[src/rtl/digitallock_key_pio_if.sv]
// Avalon-MM slave bus of the key PIO: register access and interrupt line.
interface digitallock_key_pio_if;
    logic [1:0]  address;
    logic        chipselect;
    logic        write_n;
    logic [31:0] writedata;
    logic [31:0] readdata;
    logic        irq;

    modport master (
        output address, chipselect, write_n, writedata,
        input  readdata, irq
    );

    modport slave (
        input  address, chipselect, write_n, writedata,
        output readdata, irq
    );
endinterface

[src/rtl/digitallock_key_pio.sv]
// Debounced push-button PIO: per-key synchronizer and debounce counter,
// press edge capture with write-1-to-clear, maskable level interrupt.
module digitallock_key_pio #(
    parameter int WIDTH    = 4,
    parameter int DB_COUNT = 50000
) (
    input  logic                 clk,
    input  logic                 reset,
    input  logic [WIDTH-1:0]     in_port,
    digitallock_key_pio_if.slave bus
);

    localparam int CW = (DB_COUNT > 1) ? $clog2(DB_COUNT) : 1;
    localparam logic [CW-1:0] CNT_LAST = CW'(DB_COUNT - 1);

    logic [WIDTH-1:0] sync1_reg;
    logic [WIDTH-1:0] sync2_reg;
    logic [WIDTH-1:0] stable;
    logic [WIDTH-1:0] stable_d_reg;
    logic [WIDTH-1:0] irqmask_reg;
    logic [WIDTH-1:0] edgecap_reg;
    logic [WIDTH-1:0] press;
    logic [WIDTH-1:0] wdata;
    logic             write_en;
    logic             unused_writedata;

    assign write_en = bus.chipselect & ~bus.write_n;
    assign wdata    = bus.writedata[WIDTH-1:0];
    // Upper write data bits have no destination.
    assign unused_writedata = ^bus.writedata;

    // Two-flop synchronizer; idles at released (1) so reset never looks like a press.
    always_ff @(posedge clk or posedge reset) begin
        if (reset) begin
            sync1_reg <= '1;
            sync2_reg <= '1;
        end else begin
            sync1_reg <= in_port;
            sync2_reg <= sync1_reg;
        end
    end

    generate
        for (genvar gi = 0; gi < WIDTH; gi++) begin : g_debounce
            logic [CW-1:0] cnt_reg;
            logic          stable_bit_reg;

            assign stable[gi] = stable_bit_reg;

            // Count consecutive mismatched cycles; adopt the new level once the run is long enough.
            always_ff @(posedge clk or posedge reset) begin
                if (reset) begin
                    cnt_reg        <= '0;
                    stable_bit_reg <= 1'b1;
                end else if (sync2_reg[gi] == stable_bit_reg) begin
                    cnt_reg <= '0;
                end else if (cnt_reg == CNT_LAST) begin
                    stable_bit_reg <= sync2_reg[gi];
                    cnt_reg        <= '0;
                end else begin
                    cnt_reg <= cnt_reg + 1'b1;
                end
            end
        end
    endgenerate

    // Delayed copy of the stable levels so a press is captured one edge after it settles.
    always_ff @(posedge clk or posedge reset) begin
        if (reset) begin
            stable_d_reg <= '1;
        end else begin
            stable_d_reg <= stable;
        end
    end

    assign press = stable_d_reg & ~stable;

    // Interrupt mask register, written at address 2.
    always_ff @(posedge clk or posedge reset) begin
        if (reset) begin
            irqmask_reg <= '0;
        end else if (write_en && bus.address == 2'd2) begin
            irqmask_reg <= wdata;
        end
    end

    // Edge capture: write-1-to-clear at address 3; a simultaneous press wins.
    always_ff @(posedge clk or posedge reset) begin
        if (reset) begin
            edgecap_reg <= '0;
        end else if (write_en && bus.address == 2'd3) begin
            edgecap_reg <= (edgecap_reg & ~wdata) | press;
        end else begin
            edgecap_reg <= edgecap_reg | press;
        end
    end

    // Zero-wait-state read mux, independent of chipselect.
    always_comb begin
        bus.readdata = '0;
        case (bus.address)
            2'd0:    bus.readdata[WIDTH-1:0] = stable;
            2'd2:    bus.readdata[WIDTH-1:0] = irqmask_reg;
            2'd3:    bus.readdata[WIDTH-1:0] = edgecap_reg;
            default: bus.readdata = '0;
        endcase
    end

    assign bus.irq = |(edgecap_reg & irqmask_reg);

endmodule
[src/flat_wrapper.sv]
// flat-port wrapper written by rule: the top's interface ports become plain ports
module digitallock_key_pio_flat 
#(
    parameter int WIDTH    = 4,
    parameter int DB_COUNT = 50000
)
  (clk, reset, in_port, bus_address, bus_chipselect, bus_write_n, bus_writedata, bus_readdata, bus_irq);
  digitallock_key_pio_if bus_i ();
  input  logic clk;
  input  logic reset;
  input  logic [WIDTH-1:0] in_port;
  input wire logic [$bits(bus_i.address)-1:0] bus_address;
  input wire logic [$bits(bus_i.chipselect)-1:0] bus_chipselect;
  input wire logic [$bits(bus_i.write_n)-1:0] bus_write_n;
  input wire logic [$bits(bus_i.writedata)-1:0] bus_writedata;
  output wire logic [$bits(bus_i.readdata)-1:0] bus_readdata;
  output wire logic [$bits(bus_i.irq)-1:0] bus_irq;
  assign bus_i.address = bus_address;
  assign bus_i.chipselect = bus_chipselect;
  assign bus_i.write_n = bus_write_n;
  assign bus_i.writedata = bus_writedata;
  assign bus_readdata = bus_i.readdata;
  assign bus_irq = bus_i.irq;
  digitallock_key_pio #(.WIDTH(WIDTH), .DB_COUNT(DB_COUNT)) u_core (.clk(clk), .reset(reset), .in_port(in_port), .bus(bus_i));
endmodule
[config.mk]
export PLATFORM = sky130hd
export DESIGN_NAME = digitallock_key_pio_flat
export DESIGN_NICKNAME = d
export VERILOG_FILES = /design/src/rtl/digitallock_key_pio_if.sv /design/src/rtl/digitallock_key_pio.sv /design/src/flat_wrapper.sv
export SDC_FILE = /design/constraint.sdc
export NUM_CORES = 1
export LEC_CHECK = 0
export CAP_MARGIN = 10
export CORE_ASPECT_RATIO = 2
export CORE_MARGIN = 1
export CORE_UTILIZATION = 63
export CTS_CLUSTER_SIZE = 14
export DETAILED_ROUTE_END_ITERATION = 7
export DONT_BUFFER_PORTS = 1
export HOLD_SLACK_MARGIN = 0.15
export PLACE_DENSITY = 0.79
export REMOVE_ABC_BUFFERS = 1
export SLEW_MARGIN = 20
export SYNTH_ARGS = -nofsm -noshare
export SYNTH_HDL_FRONTEND = slang
export SYNTH_SLANG_ARGS = --single-unit
export TNS_END_PERCENT = 1
[constraint.sdc]
create_clock -name clk -period 3.7 [get_ports clk]
set_input_delay 0.74 -clock clk [delete_from_list [all_inputs] [get_ports clk]]
set_output_delay 0.74 -clock clk [all_outputs]
set_load 0.05 [all_outputs]
# Word level (Yosys, flattened, before mapping)

Cells that the tools add are included.

Bits of input ports: 42
Bits in registers: 88
Output and inout port bits: 33
Logic and storage cells: 58

Muxes and demuxes: 10
Eq/ne operators: 10
Add/subtract/negate cells: 4
Reduce and logical (&&, ||, !) cells: 8
Bitwise gates (word level): 13

Operators with widths:

| cell                                                             | number |
|---|---|
| 16-bit two-way mux                                               | 8 |
| 16-bit by 1-bit adder with 16-bit output (second input constant) | 4 |
| 16-bit equality test (second input constant)                     | 4 |
| 4-bit AND                                                        | 3 |
| 4-bit case mux with 3 select lines                               | 1 |
| 4-bit inverter                                                   | 2 |
| 4-bit bitwise OR                                                 | 2 |
| 2-bit AND reduction                                              | 4 |
| 1-bit inverter                                                   | 5 |
| 1-bit equality test                                              | 4 |
| 2-bit equality test (second input constant)                      | 2 |
| 4-bit two-way mux                                                | 1 |
| 4-bit OR reduction                                               | 1 |
| 1-bit logical AND                                                | 2 |
| 2-bit zero test                                                  | 1 |
| 1-bit AND                                                        | 1 |

# Logic depth before layout (Yosys ltp)

Gate-level depths: netlist of the first run.

Depth in word-level cells: 4
Gate-level depth with buffers: 6
Mapped depth without buffers: 5

# Worst setup path before layout of the first run

Ideal clock, no wire load.

Path kind: input port to output port
Start: input port bus_address[1]
End: output port bus_readdata[0]
Cell stages on the path: 3
Arrival: 2117 ps
Slack: 843 ps
Path through: buf_2 -> mux2i_1 -> o21ai_0

Cells in the longest elaborated chain, start to end: 2
Elaborated cells on any way between the ends: 4

Ends and longest elaborated chain:

| element                                                       | line                       | RTL |
|---|---|---|
| start: declaration                                            | flat_wrapper.sv:12         | `input wire logic [$bits(bus_i.address)-1:0] bus_address;` |
| 2-bit equality test / 2-bit zero test (equally long branches) | digitallock_key_pio.sv:101 | `case (bus.address)` |
| 4-bit case mux with 3 select lines *                          | digitallock_key_pio.sv:101 |  |
| end: declaration                                              | flat_wrapper.sv:16         | `output wire logic [$bits(bus_i.readdata)-1:0] bus_readdata;` |

Every way passes the cells marked *; elsewhere a longest branch is shown, timed or not.

# Worst setup path after layout of the first run

Start: register u_core.g_debounce[0].stable_bit_reg
End: output port bus_readdata[0]

Cells in the longest elaborated chain, start to end: 1

Ends and longest elaborated chain:

| element                            | line                       | RTL |
|---|---|---|
| start: declaration                 | digitallock_key_pio.sv:46  | `logic stable_bit_reg;` |
| start signal: assignment           | digitallock_key_pio.sv:58  | `stable_bit_reg <= sync2_reg[gi];` |
| 4-bit case mux with 3 select lines | digitallock_key_pio.sv:101 |  |

No other way between the ends.

==> parameters.txt, run 1 <==
Parameter                              Value

Die
  Horizontal die dimension ... approximately 60 µm
  Overall die height ... about 120 µm
  Initial Util ... 65.0%
  Site row count ... between 40 and 50
  Die outline area ... around 7200 µm²
  Core outline area ... between 6000 and 7000 µm²
  Number of I/O pins ... 75

Clock network
  Root Buffer ... sky130_fd_sc_hd__clkbuf_16
  Longest Clk Path Bufs ... 2
  Sinks on the clock net ... 88
  Setup Fix Bufs, Post-CTS ... 0
  Number of hold buffers added after cts ... 0
  Clk_lat worst skew ... between 0.3 and 0.4 ns
  CTS resizes ... 0
  Clk pin slew, worst setup/hold paths ... ~0.060 ns
  Cts bufs inserted ... 9
  Clock H-tree levels ... 3
  Clock tree from TritonCTS ... built

Timing
  RSZ-0062 raised after global routing ... false
  Slew Limit Headroom ... 35.1%
  Final count of pins violating max slew ... 0
  Tightest Pin Transition ... between 0.9 and 1 ns
  Final-report setup violation count ... 0
  Final-report hold violation count ... 0
  Maximum clock skew at final layout ... roughly 0.0075 ns
  Max frequency ... around 460 MHz
  Setup tns final ... 0 ns
  Post-Route Hold Slack ... between 0.3 and 0.4 ns
  Final Critical Period ... ~2.2 ns
  Crit share post-route ... just under 60%

Placement
  RD Place Congestion ... roughly 0.83
  PortBufs ... 0
  Detail Placement HPWL ... approximately 5.5 mm

Finish
  Fraction of final layout cells with drive strength greater than 1 ... approximately 12%
  Fill cells ... 505
  Number of flip-flops under the largest register name ... 64
  Most frequent cells in the layout ... 72 x sky130_fd_sc_hd__dfrtp_1, 67 x sky130_fd_sc_hd__nor2_1, 44 x sky130_fd_sc_hd__xnor2_1
  Most common cell after layout, fill and taps aside ... sky130_fd_sc_hd__dfrtp_1
  Final net count ... between 400 and 500
  Antenna diodes ... 0
  Area growth from synthesis to layout ... 7.88%

Yosys
  Yosys synthesis warning count ... 0
  Register bit count reported by yosys ... ~90
  Netlist cell types ... just over 40
  Number of cells produced by synthesis ... 419
  Sequential fraction of the synthesis area ... 51.6%
  Synth Area per Inst ... around 10 µm²
  Netlist area before placement ... 4310 µm²

GRT
  Wire length of the first global-routing pass ... about 13 mm
  Initial antenna violation count ... 0
  Via count of the first global-routing pass ... 3067
  Overall global routing resource usage ... 24.7%
  Maximum number of pins on one net before global-route repair ... 60
  Total grt overflow ... 0

Power and ir drop
  P_int ... 1.67 mW
  Total power density per cell area ... approximately 470 nW/µm²
  Share of total power in sequential cells ... 47.0%
  Switching power of the nets ... approximately 0.52 mW
  Sum of internal, switching and leakage power ... roughly 2.2 mW
  Leakage ... approximately 1.9 nW
  Switching fraction of total power ... around a quarter
  Gate power share ... around 8.6%
  Share of total power in the clock network ... 44.4%
  Largest vdd supply drop ... between 300 and 400 µV

Setup path
  Crit path max-delay cell type ... sky130_fd_sc_hd__dfstp_2
  Startpoint of the lowest-slack register-to-register path ... u_core.g_debounce[0].cnt_reg[12]
  Worst Path Class, Setup ... reg -> out
  Kind of start point of the critical path ... flop
  Crit path arrival time ... about 1.4 ns
  Type of element capturing the critical path ... primary output
  R2R Path End ... u_core.g_debounce[0].cnt_reg[8]
  Cell depth of the worst flop-to-flop path ... 4
  Crit path buffers/inverters ... 1
  Top cell family by delay on the critical path ... flip-flops
  Worst EP required ... between 2 and 3 ns
  Longest individual stage delay on the worst path ... around 0.58 ns
  Cell-by-cell listing of the critical path ... mux2i_1 -> o21ai_0 -> buf_4
  Peak fanout along the critical path ... 5
  Register-to-register setup slack ... around 1.6 ns

Routing
  Via count ... a little under 3000
  Number of nets with antenna violations after detailed routing ... 0
  # DRC ... 0
  Via-to-Cell Ratio ... 5.61
  Violation count after the first detailed-routing iteration ... 134
  DRT Pass-1 Iters ... 4
  Wirelength per Cell ... about 15 µm
  Post-detailed-routing wire length ... approximately 7.9 mm

Job
  Max-cap check violation count ... 0

Hold path
  Hold-critical path depth ... 0
  Type of the worst min-delay path ... reg -> reg
  Worst Hold Endpoint ... u_core.sync2_reg[2]
  Hold path startpoint ... u_core.sync1_reg[2]

Status
  Run status ... finished, final reports clean
-- synth_stat cells --
cell	count	area (µm²)
sky130_fd_sc_hd__dfrtp_1	72	1800
sky130_fd_sc_hd__nor2_1	67	251
sky130_fd_sc_hd__xnor2_1	44	385
sky130_fd_sc_hd__buf_4	29	218
sky130_fd_sc_hd__nand3_1	26	130
sky130_fd_sc_hd__nand2_1	24	90.1
sky130_fd_sc_hd__inv_1	17	63.8
sky130_fd_sc_hd__nand4_1	17	106
sky130_fd_sc_hd__dfstp_2	16	420
sky130_fd_sc_hd__nor4_1	15	93.8
sky130_fd_sc_hd__nor3_1	14	70.1
sky130_fd_sc_hd__xor2_1	13	114
sky130_fd_sc_hd__o21ai_0	8	40.0
sky130_fd_sc_hd__mux2_2	7	78.8
sky130_fd_sc_hd__and3_1	6	37.5
sky130_fd_sc_hd__nor4bb_1	5	50.1
sky130_fd_sc_hd__ha_1	4	50.1
sky130_fd_sc_hd__mux2i_1	4	40.0
sky130_fd_sc_hd__a21oi_1	3	15.0
sky130_fd_sc_hd__clkbuf_1	3	11.3
sky130_fd_sc_hd__nor4b_1	3	26.3
sky130_fd_sc_hd__a22oi_1	2	15.0
sky130_fd_sc_hd__or3_1	2	12.5
sky130_fd_sc_hd__a31o_2	1	8.76
sky130_fd_sc_hd__and2_1	1	6.26
sky130_fd_sc_hd__and3_2	1	7.51
sky130_fd_sc_hd__and4b_1	1	10.0
sky130_fd_sc_hd__buf_2	1	5.00
sky130_fd_sc_hd__buf_6	1	11.3
sky130_fd_sc_hd__conb_1	1	3.75
sky130_fd_sc_hd__mux2_4	1	15.0
sky130_fd_sc_hd__nand2_4	1	11.3
sky130_fd_sc_hd__nand3_2	1	10.0
sky130_fd_sc_hd__nand3b_1	1	7.51
sky130_fd_sc_hd__nand4bb_1	1	11.3
sky130_fd_sc_hd__nand4bb_2	1	16.3
sky130_fd_sc_hd__o31ai_1	1	7.51
sky130_fd_sc_hd__o41ai_4	1	27.5
sky130_fd_sc_hd__or2_2	1	6.26
sky130_fd_sc_hd__or4_1	1	7.51
sky130_fd_sc_hd__or4_4	1	11.3
-- power by group through the flow --
| stage | Clock [mW] | Combinational, mW | Sequential, mW |
|---|---|---|---|
| after floorplan | 0 | 0.163 | 1.04 |
| after global placement | 0 | 0.186 | 1.04 |
| after detailed placement | 0 | 0.190 | 1.04 |
| after CTS | 0.987 | 0.190 | 1.03 |
| after global routing | 1.03 | 0.205 | 1.03 |
| final | 0.970 | 0.188 | 1.03 |
-- routing by layer --
| layer | GRT usage, % | up-vias | share of wire, % |
|---|---|---|---|
| met4 | 13.6 | 0 | 3.0 |
| met2 | 43.7 | 56 | 57 |
| met3 | 4.02 | 19 | 2.3 |
| met1 | 26.3 | 1455 | 38 |
| li1 | - | 1396 | - |
| met5 | 0 | - | 0 |
-- worst register-to-register path: stages (launching register included) --
cell and delay [ns]:
sky130_fd_sc_hd__dfrtp_1 0.42, sky130_fd_sc_hd__nor4b_1 0.37, sky130_fd_sc_hd__nand3b_1 0.21, sky130_fd_sc_hd__o41ai_4 0.86, sky130_fd_sc_hd__nor2_1 0.13
-- worst max path at each step --
stage	start	endpoint	slack [ns]	cells past startpoint
floorplan	reset	u_core.edgecap_reg[0]	0.71	1
global placement	bus_chipselect	u_core.irqmask_reg[0]	1.62	2
detailed placement	u_core.g_debounce[0].cnt_reg[12]	u_core.g_debounce[0].cnt_reg[10]	1.55	4
CTS	u_core.g_debounce[0].stable_bit_reg	bus_readdata[0]	1.52	3
global route	u_core.g_debounce[0].cnt_reg[12]	u_core.g_debounce[0].cnt_reg[5]	1.38	4
finish	u_core.g_debounce[0].stable_bit_reg	bus_readdata[0]	1.54	3
-- area by class of cell --
type,count,area (µm²),share of cell area (%)
clock buffer,13,260,5.60
clock inverter,3,65.1,1.40
inverter,17,66.3,1.43
multi-input combinational,307,1880,40.4
sequential,88,2220,47.8
tap,88,110,2.37
timing repair buffer,6,45.0,0.970
-- stage by stage --
| step | cell area (µm²) | instances | setup WS, ns | util (%) |
|---|---|---|---|---|
| after floorplan | 4160 | 412 | 0.708 | - |
| after global placement | 4320 | 506 | 1.62 | 65.2 |
| after detailed placement | 4320 | 506 | 1.55 | 65.2 |
| after CTS | 4640 | 522 | 1.52 | 70.1 |
| after global routing | 4640 | 522 | 1.38 | 70.1 |
| final | 4640 | 522 | 1.54 | 70.1 |
-- kinds of logic (layout without fill, tap and decap cells) --
| family | count (synthesis) | in the layout | synth area share (%) |
|---|---|---|---|
| buffers and inverters | 51 | 39 | 7.18 |
| DFF | 88 | 88 | 51.6 |
| adders and majority gates | 4 | 4 | 1.16 |
| and+or+nand+nor | 190 | 190 | 22.6 |
| xor gates and xnor gates | 57 | 57 | 11.6 |
| AOI/OAI and AO/OA | 16 | 16 | 2.64 |
| muxes | 12 | 12 | 3.11 |
| other | 1 | 28 | 0.0871 |
Note: power is estimated with default switching activity, not from simulation.
==> inputs of run 2 (changes only) <==
- CORE_UTILIZATION: 63 -> 57
- PLACE_DENSITY: 0.79 -> 0.75
- clock period: 3.7 -> 1.8 ns (I/O delays scaled with it)
==> run 2 against run 1 <==
Net effect:
- clock skew is 0.0019 ns higher
- clock power is 81% higher
- final area up 4.6%
- global-route usage is 2.4 points lower
- hold slack worse by 0.18 ns
==> parameters.txt, run 2 (same netlist as run 1, synthesis figures left out) <==
Parameter                              Value

Routing
  Routed wl met3 ... 191 µm (+4.9%)
  DRT Pass-1 Iters ... 4 (unchanged)
  Via-to-Cell Ratio ... 5.44 (-2.9%)
  Post-detailed-routing wire length ... 8.03 mm (+1.7%)
  # DRC ... 0 (unchanged)
  Max Used Layer ... met4
  Number of nets with antenna violations after detailed routing ... 0 (unchanged)
  Wirelength per Cell ... 14.7 µm (-3.0%)
  Violation count after the first detailed-routing iteration ... 126 (-6.0%)
  Via count ... 2978 (+1.8%)
  Detailed-route wire length on metal 1 ... 3.01 mm (+0.27%)
  Met2 wire length ... 4.57 mm (+2.2%)

Die
  Horizontal die dimension ... 63.5 µm (+5.0%)
  Overall die height ... 125 µm (+5.0%)
  Initial Util ... 59.2% (-5.8 points)
  Core outline area ... 7270 µm² (+9.8%)
  Number of I/O pins ... 75 (unchanged)
  Die outline area ... 7930 µm² (+10%)
  Site row count ... 44 (+4.8%)

Setup path
  Crit path buffers/inverters ... 0 (-1)
  Top cell family by delay on the critical path ... simple AND/OR/NAND/NOR gates
  Register-to-register setup slack ... 0.07 ns (-1.49 ns)
  Worst EP required ... 2.01 ns (-0.95 ns)
  Peak fanout along the critical path ... 15 (+10)
  Kind of start point of the critical path ... flop
  Longest individual stage delay on the worst path ... 0.59 ns (about the same)
  Crit path max-delay cell type ... sky130_fd_sc_hd__or4_4
  Startpoint of the lowest-slack register-to-register path ... u_core.g_debounce[1].cnt_reg[11]
  Worst Path Class, Setup ... reg -> reg
  Crit path arrival time ... 1.94 ns (+0.52 ns)
  Crit. Startpoint ... u_core.g_debounce[1].cnt_reg[11]
  Type of element capturing the critical path ... flop
  Cell-by-cell listing of the critical path ... or3_1 -> or4_4 -> nand2_4 -> nor2_1

Placement
  RD Place Congestion ... 0.849 (+2.3%)
  Setup Slack @ Placement ... -0.184 ns (-1.73 ns)
  PortBufs ... 0 (unchanged)
  Detail Placement HPWL ... 5.81 mm (+6.4%)

Timing
  Final-report setup violation count ... 0 (unchanged)
  Post-Route Hold Slack ... 0.174 ns (-0.176 ns)
  Crit share post-route ... around 96%
  Final-report hold violation count ... 0 (unchanged)
  Setup tns final ... 0 ns (unchanged)
  Final count of pins violating max slew ... 0 (unchanged)
  Max frequency ... between 500 and 600 MHz
  Maximum clock skew at final layout ... 0.00935 ns (+0.00189 ns)
  RSZ-0062 raised after global routing ... false
  Worst setup slack after layout ... 0.0718 ns (-1.46 ns)
  Final Critical Period ... ~1.7 ns

Power and ir drop
  Total power density per cell area ... 885 nW/µm² (+88%)
  Switching fraction of total power ... 25.3% (+1.5 points)
  Share of total power in the clock network ... 41.0% (-3.4 points)
  Largest vdd supply drop ... 811 µV (+140%)
  Gate power share ... 9.8% (+1.2 points)
  Share of total power in sequential cells ... 49.2% (+2.2 points)
  Leakage ... 2.02 nW (+5.5%)
  Sum of internal, switching and leakage power ... 4.30 mW (+96%)
  Switching power of the nets ... 1.09 mW (+110%)
  P_int ... 3.21 mW (+93%)

Clock network
  Clk pin slew, worst setup/hold paths ... 0.06 ns (about the same)
  Clock tree from TritonCTS ... built
  Root Buffer ... sky130_fd_sc_hd__clkbuf_16
  Setup Fix Bufs, Post-CTS ... 0 (unchanged)
  Cts bufs inserted ... 9 (unchanged)
  Clock H-tree levels ... 3 (unchanged)
  Sinks on the clock net ... 88 (unchanged)
  Clk_lat worst skew ... 0.34 ns (about the same)
  Longest Clk Path Bufs ... 2 (unchanged)

GRT
  Initial antenna violation count ... 0 (unchanged)
  Total grt overflow ... 0 (unchanged)
  Wire length of the first global-routing pass ... 13.7 mm (+3.5%)
  Maximum number of pins on one net before global-route repair ... 40 (-33%)
  Via count of the first global-routing pass ... 3085 (+0.59%)
  Overall global routing resource usage ... 22.3% (-2.4 points)

Status
  Run status ... finished, final reports clean

Finish
  Antenna diodes ... 0 (unchanged)
  Final core utilization ... 66.8% (-3.3 points)
  Fraction of final layout cells with drive strength greater than 1 ... 15.6% (+3.4 points)
  Most frequent cells in the layout ... 72 x sky130_fd_sc_hd__dfrtp_1, 67 x sky130_fd_sc_hd__nor2_1, 44 x sky130_fd_sc_hd__xnor2_1
  Number of flip-flops under the largest register name ... 64 (unchanged)
  Most common cell after layout, fill and taps aside ... sky130_fd_sc_hd__dfrtp_1
  Final net count ... 496 (+4.4%)
  Area growth from synthesis to layout ... 12.8%

Hold path
  Type of the worst min-delay path ... in -> reg
  Hold path startpoint ... bus_writedata[0]

Job
  Max-cap check violation count ... 0 (unchanged)
-- run 2: cell count changes in the layout (fill, tap and decap cells not counted), sizes merged --
| cell | previous run | this run |
|---|---|---|
| clkinv | 1 | 3 |
| buf | 6 | 22 |
| inv | 17 | 16 |
| clkbuf | 13 | 14 |
| bufinv | 2 | 0 |
| dlygate4sd3 | 0 | 5 |
-- run 2: per-stage QoR --
step	area [µm²]	std cells
floorplan	4160	412
global placement	4490	526
detailed placement	4490	526
CTS	4850	547
global route	4860	547
finish	4860	547
-- run 2: cell type report --
class / instances / area [µm²]
Clock inverter: 2 / 13.8
Multi-Input combinational cell: 307 / 1900
Tap cell: 92 / 115
Fill cell: 590 / 2410
Clock buffer: 14 / 274
Sequential cell: 88 / 2220
Inverter: 17 / 65.1
Timing Repair Buffer: 27 / 269
-- run 2: power groups by stage --
stage | Combinational [mW] | Clock (mW) | Sequential (mW)
floorplan | 0.335 | 0 | 2.13
global placement | 0.406 | 0 | 2.14
detailed placement | 0.414 | 0 | 2.15
CTS | 0.425 | 1.81 | 2.11
global route | 0.456 | 1.88 | 2.12
finish | 0.421 | 1.76 | 2.11
-- run 2: repair_timing --
| action | 4_1_cts | 5_1_grt |
|---|---|---|
| resized for setup | 3 | 2 |
| hold endpoints to repair | 17 | 0 |
| endpoints found under the setup margin | 17 | 11 |
| hold buffers | 5 | 0 |
-- run 2: final timing paths --
check / to / depth (start not counted)
min in group asynchronous: u_core.g_debounce[1].cnt_reg[3] / 2
worst max-delay path: u_core.g_debounce[1].cnt_reg[12] / 4
worst min register to register: u_core.sync2_reg[3] / 0
max in group asynchronous: u_core.sync1_reg[2] / 3
worst min-delay path: u_core.irqmask_reg[0] / 1
worst max register to register: u_core.g_debounce[1].cnt_reg[12] / 4
-- run 2: metal layers --
layer  vias to the layer above  GRT usage (%)
met1                      1480           22.9
met5                         -              0
li1                       1442              -
met2                        40           41.2
met3                        16           4.49
met4                         0           11.2
==> inputs of run 3 (changes only) <==
- ABC_AREA: unset -> 1
- CORE_UTILIZATION: 57 -> 58
- GPL_ROUTABILITY_DRIVEN: unset -> 0
- PLACE_DENSITY: 0.75 -> 0.76
==> run 3 against run 2 <==
Net effect:
- register-to-register slack better by 0.21 ns
- total power increased by 2.3%
- fmax up 1.6%
- die area rose by 9.2%
- sequential power barely moved
- largest cell class unchanged
- synthesized cell count up 47%
- largest power group unchanged
- clock skew down 0.0030 ns
==> parameters.txt, run 3 <==
Parameter                              Value

Status
  Run status ... finished, final reports clean

Hold path
  Hold-critical path depth ... 2 (+1)
  Type of the worst min-delay path ... in -> reg
  Hold path startpoint ... bus_writedata[0]
  Worst Hold Endpoint ... u_core.irqmask_reg[0]

Power and ir drop
  Total power density per cell area ... 840 nW/µm² (-5.0%)
  Share of total power in sequential cells ... 48.0% (-1.2 points)
  Leakage ... 2.48 nW (+22%)
  Gate power share ... 9.7% (about the same)
  P_int ... 3.26 mW (+1.5%)
  Largest vdd supply drop ... 759 µV (-6.4%)
  Switching fraction of total power ... 25.9% (+0.64 points)
  Switching power of the nets ... 1.14 mW (+5.0%)
  Share of total power in the clock network ... 42.3% (+1.3 points)

Timing
  Max frequency ... 588 MHz (+1.6%)
  Tightest Pin Transition ... 0.551 ns
  Setup tns final ... 0 ns (unchanged)
  Final Critical Period ... 1.70 ns (-0.0264 ns)
  Final count of pins violating max slew ... 0 (unchanged)
  RSZ-0062 raised after global routing ... false
  Final-report setup violation count ... 0 (unchanged)
  Crit share post-route ... 94.5% (-1.5 points)
  Maximum clock skew at final layout ... 0.00633 ns (-0.00303 ns)
  Final-report hold violation count ... 0 (unchanged)
  Slew Limit Headroom ... between 60% and 70%

Finish
  Fraction of final layout cells with drive strength greater than 1 ... 12.0% (-3.6 points)
  Area growth from synthesis to layout ... 9.16%
  Antenna diodes ... 0 (unchanged)
  Most common cell after layout, fill and taps aside ... sky130_fd_sc_hd__nor2_1
  Post-Layout Cell Count ... 738 (+35%)
  Final net count ... 683 (+38%)
  Number of flip-flops under the largest register name ... 64 (unchanged)
  Most frequent cells in the layout ... 131 x sky130_fd_sc_hd__nor2_1, 124 x sky130_fd_sc_hd__nand2_1, 76 x sky130_fd_sc_hd__inv_1

GRT
  Maximum number of pins on one net before global-route repair ... 38 (-5.0%)
  Overall global routing resource usage ... 26.2% (+3.9 points)
  Via count of the first global-routing pass ... 3900 (+26%)
  Initial antenna violation count ... 0 (unchanged)
  Wire length of the first global-routing pass ... 17.1 mm (+25%)
  Total grt overflow ... 0 (unchanged)

Setup path
  Longest individual stage delay on the worst path ... 0.59 ns (about the same)
  Worst Path Class, Setup ... reg -> out
  Crit path buffers/inverters ... 1 (+1)
  Worst EP required ... 1.44 ns (-0.57 ns)
  Peak fanout along the critical path ... 5 (-10)
  Crit path max-delay cell type ... sky130_fd_sc_hd__dfstp_2
  Top cell family by delay on the critical path ... flip-flops
  Register-to-register setup slack ... 0.28 ns (+0.21 ns)
  R2R Path End ... u_core.g_debounce[3].cnt_reg[0]
  Cell-by-cell listing of the critical path ... nand2_1 -> nand3_1 -> buf_4
  Kind of start point of the critical path ... flop
  Startpoint of the lowest-slack register-to-register path ... u_core.g_debounce[3].cnt_reg[0]
  Cell depth of the worst flop-to-flop path ... 6 (+2)
  Type of element capturing the critical path ... primary output
  Crit path arrival time ... 1.34 ns (-0.60 ns)

Placement
  Detail Placement HPWL ... 7.40 mm (+27%)
  Dpl cells ... 717 (+36%)
  PortBufs ... 0 (unchanged)

Job
  Max-cap check violation count ... 0 (unchanged)

Clock network
  Root Buffer ... sky130_fd_sc_hd__clkbuf_16
  Sinks on the clock net ... 88 (unchanged)
  Clock H-tree levels ... 3 (unchanged)
  Setup Fix Bufs, Post-CTS ... 0 (unchanged)
  Cts bufs inserted ... 9 (unchanged)
  Clock tree from TritonCTS ... built
  Clk_lat worst skew ... 0.34 ns (about the same)
  Longest Clk Path Bufs ... 2 (unchanged)
  Clk pin slew, worst setup/hold paths ... 0.06 ns (about the same)

Yosys
  Largest area contributor in the netlist ... sky130_fd_sc_hd__dfrtp_1
  Number of synthesized flops with an enable pin ... 0 (unchanged)
  Netlist cell types ... 26 (-37%)
  Register bit count reported by yosys ... 88 (unchanged)
  Library cell with the highest instance count after synthesis ... sky130_fd_sc_hd__nor2_1
  Biggest area contributors in the synthesized netlist ... sky130_fd_sc_hd__dfrtp_1 38%, sky130_fd_sc_hd__nor2_1 10%, sky130_fd_sc_hd__nand2_1 9.7%
  Area share of the largest cell type after synthesis ... 37.6% (-4.3 points)
  Netlist area before placement ... 4790 µm² (+11%)
  Synth Area per Inst ... 7.79 µm² (-24%)
  FFs w/ async S/R, synth ... 100% (unchanged)
  Number of cells produced by synthesis ... 615 (+47%)
  Most used DFF post-synth ... sky130_fd_sc_hd__dfrtp_1
  Yosys synthesis warning count ... 0 (unchanged)
  Sequential fraction of the synthesis area ... 46.4% (-5.2 points)
  Commonest cells in the synthesized netlist ... 131 x sky130_fd_sc_hd__nor2_1, 124 x sky130_fd_sc_hd__nand2_1, 77 x sky130_fd_sc_hd__inv_1

Routing
  Via count ... 3862 (+30%)
  Wirelength per Cell ... 13.4 µm (-8.8%)
  Violation count after the first detailed-routing iteration ... 313 (+150%)
  Via-to-Cell Ratio ... 5.23 (-3.9%)
  # DRC ... 0 (unchanged)
  Number of nets with antenna violations after detailed routing ... 0 (unchanged)
  Post-detailed-routing wire length ... 9.88 mm (+23%)
  DRT Pass-1 Iters ... 5 (+1)

Die
  Overall die height ... 131 µm (+4.5%)
  Site row count ... 46 (+4.5%)
  Initial Util ... 60.3% (+1.1 points)
  Number of I/O pins ... 75 (unchanged)
  Core outline area ... 7940 µm² (+9.3%)
  Horizontal die dimension ... 66.3 µm (+4.4%)
  Die outline area ... 8650 µm² (+9.2%)
-- run 3: changes by cell type in the layout (fill, tap and decap cells not counted), sizes merged, moves of 8 or more --
cell	delta
nand2	+107
nor2	+73
inv	+64
xnor2	-31
nand3	+21
buf	-15
nor4	-15
o21ai	+9
mux2	-8
-- run 3: metrics by stage --
stage	area, µm²	total power, mW	utilization [%]	hold slack (ns)	worst slack (ns)
finish	5230	4.40	65.9	0.203	0.0983
global route	5230	4.56	65.9	0.222	0.0448
CTS	5230	4.44	65.9	0.200	0.0832
detailed placement	4880	2.56	61.5	0.299	0.298
global placement	4880	2.55	61.5	0.300	0.325
floorplan	4680	2.46	-	0.345	-0.812
-- run 3: worst max path at each step --
stage,start,endpoint,cells after the start
3_5_place_dp,u_core.g_debounce[3].cnt_reg[0],u_core.g_debounce[3].cnt_reg[1],6
6_report,u_core.g_debounce[0].stable_bit_reg,bus_readdata[0],3
5_1_grt,u_core.g_debounce[0].stable_bit_reg,bus_readdata[0],3
3_3_place_gp,u_core.g_debounce[3].cnt_reg[0],u_core.g_debounce[3].cnt_reg[3],6
2_1_floorplan,reset,u_core.edgecap_reg[0],1
4_1_cts,u_core.g_debounce[0].stable_bit_reg,bus_readdata[0],3
-- run 3: cell families after synthesis --
family,after synthesis,synth area share (%)
simple gates,351,32.3
buf+inv,109,10.7
flops,88,46.4
compound gates,35,3.89
xor+xnor,27,5.56
fa+ha+maj,4,1.04
other cells,1,0.0783
-- run 3: area by class of cell --
class,count,area [µm²]
Fill cell,685,2710
Multi-Input combinational cell,445,2160
Tap cell,96,120
Inverter,81,305
Timing Repair Buffer,12,128
Clock inverter,5,56.3
Clock buffer,11,243
Sequential cell,88,2220
-- run 3: power by group through the flow --
stage	Clock, mW	Combinational (mW)	Sequential (mW)
after floorplan	0	0.339	2.13
after global placement	0	0.412	2.13
after detailed placement	0	0.420	2.14
after CTS	1.90	0.432	2.11
after global routing	1.97	0.474	2.11
final	1.86	0.427	2.11
-- run 3: what timing repair did --
action / in CTS / in global routing
gates resized for setup: 0 / 0
hold endpoints to repair: 29 / 0
hold buffers: 5 / 0
-- run 3: worst reg2reg max path, cell delays in order (launching register included) --
cell and delay [ns]:
sky130_fd_sc_hd__dfrtp_1 0.39, sky130_fd_sc_hd__ha_1 0.20, sky130_fd_sc_hd__nand3_1 0.19, sky130_fd_sc_hd__nor3_2 0.24, sky130_fd_sc_hd__nand2_2 0.19, sky130_fd_sc_hd__nand2_2 0.14, sky130_fd_sc_hd__nor2_1 0.05
-- run 3: metal layers --
layer / wire, µm / vias up / share of wire, % / global-route usage, %
met4: 337 / 0 / 3.4 / 14.4
li1: - / 1908 / - / -
met1: 3690 / 1791 / 37 / 28.8
met3: 433 / 29 / 4.4 / 4.60
met2: 5420 / 134 / 55 / 46.6
met5: 0 / - / 0 / 0
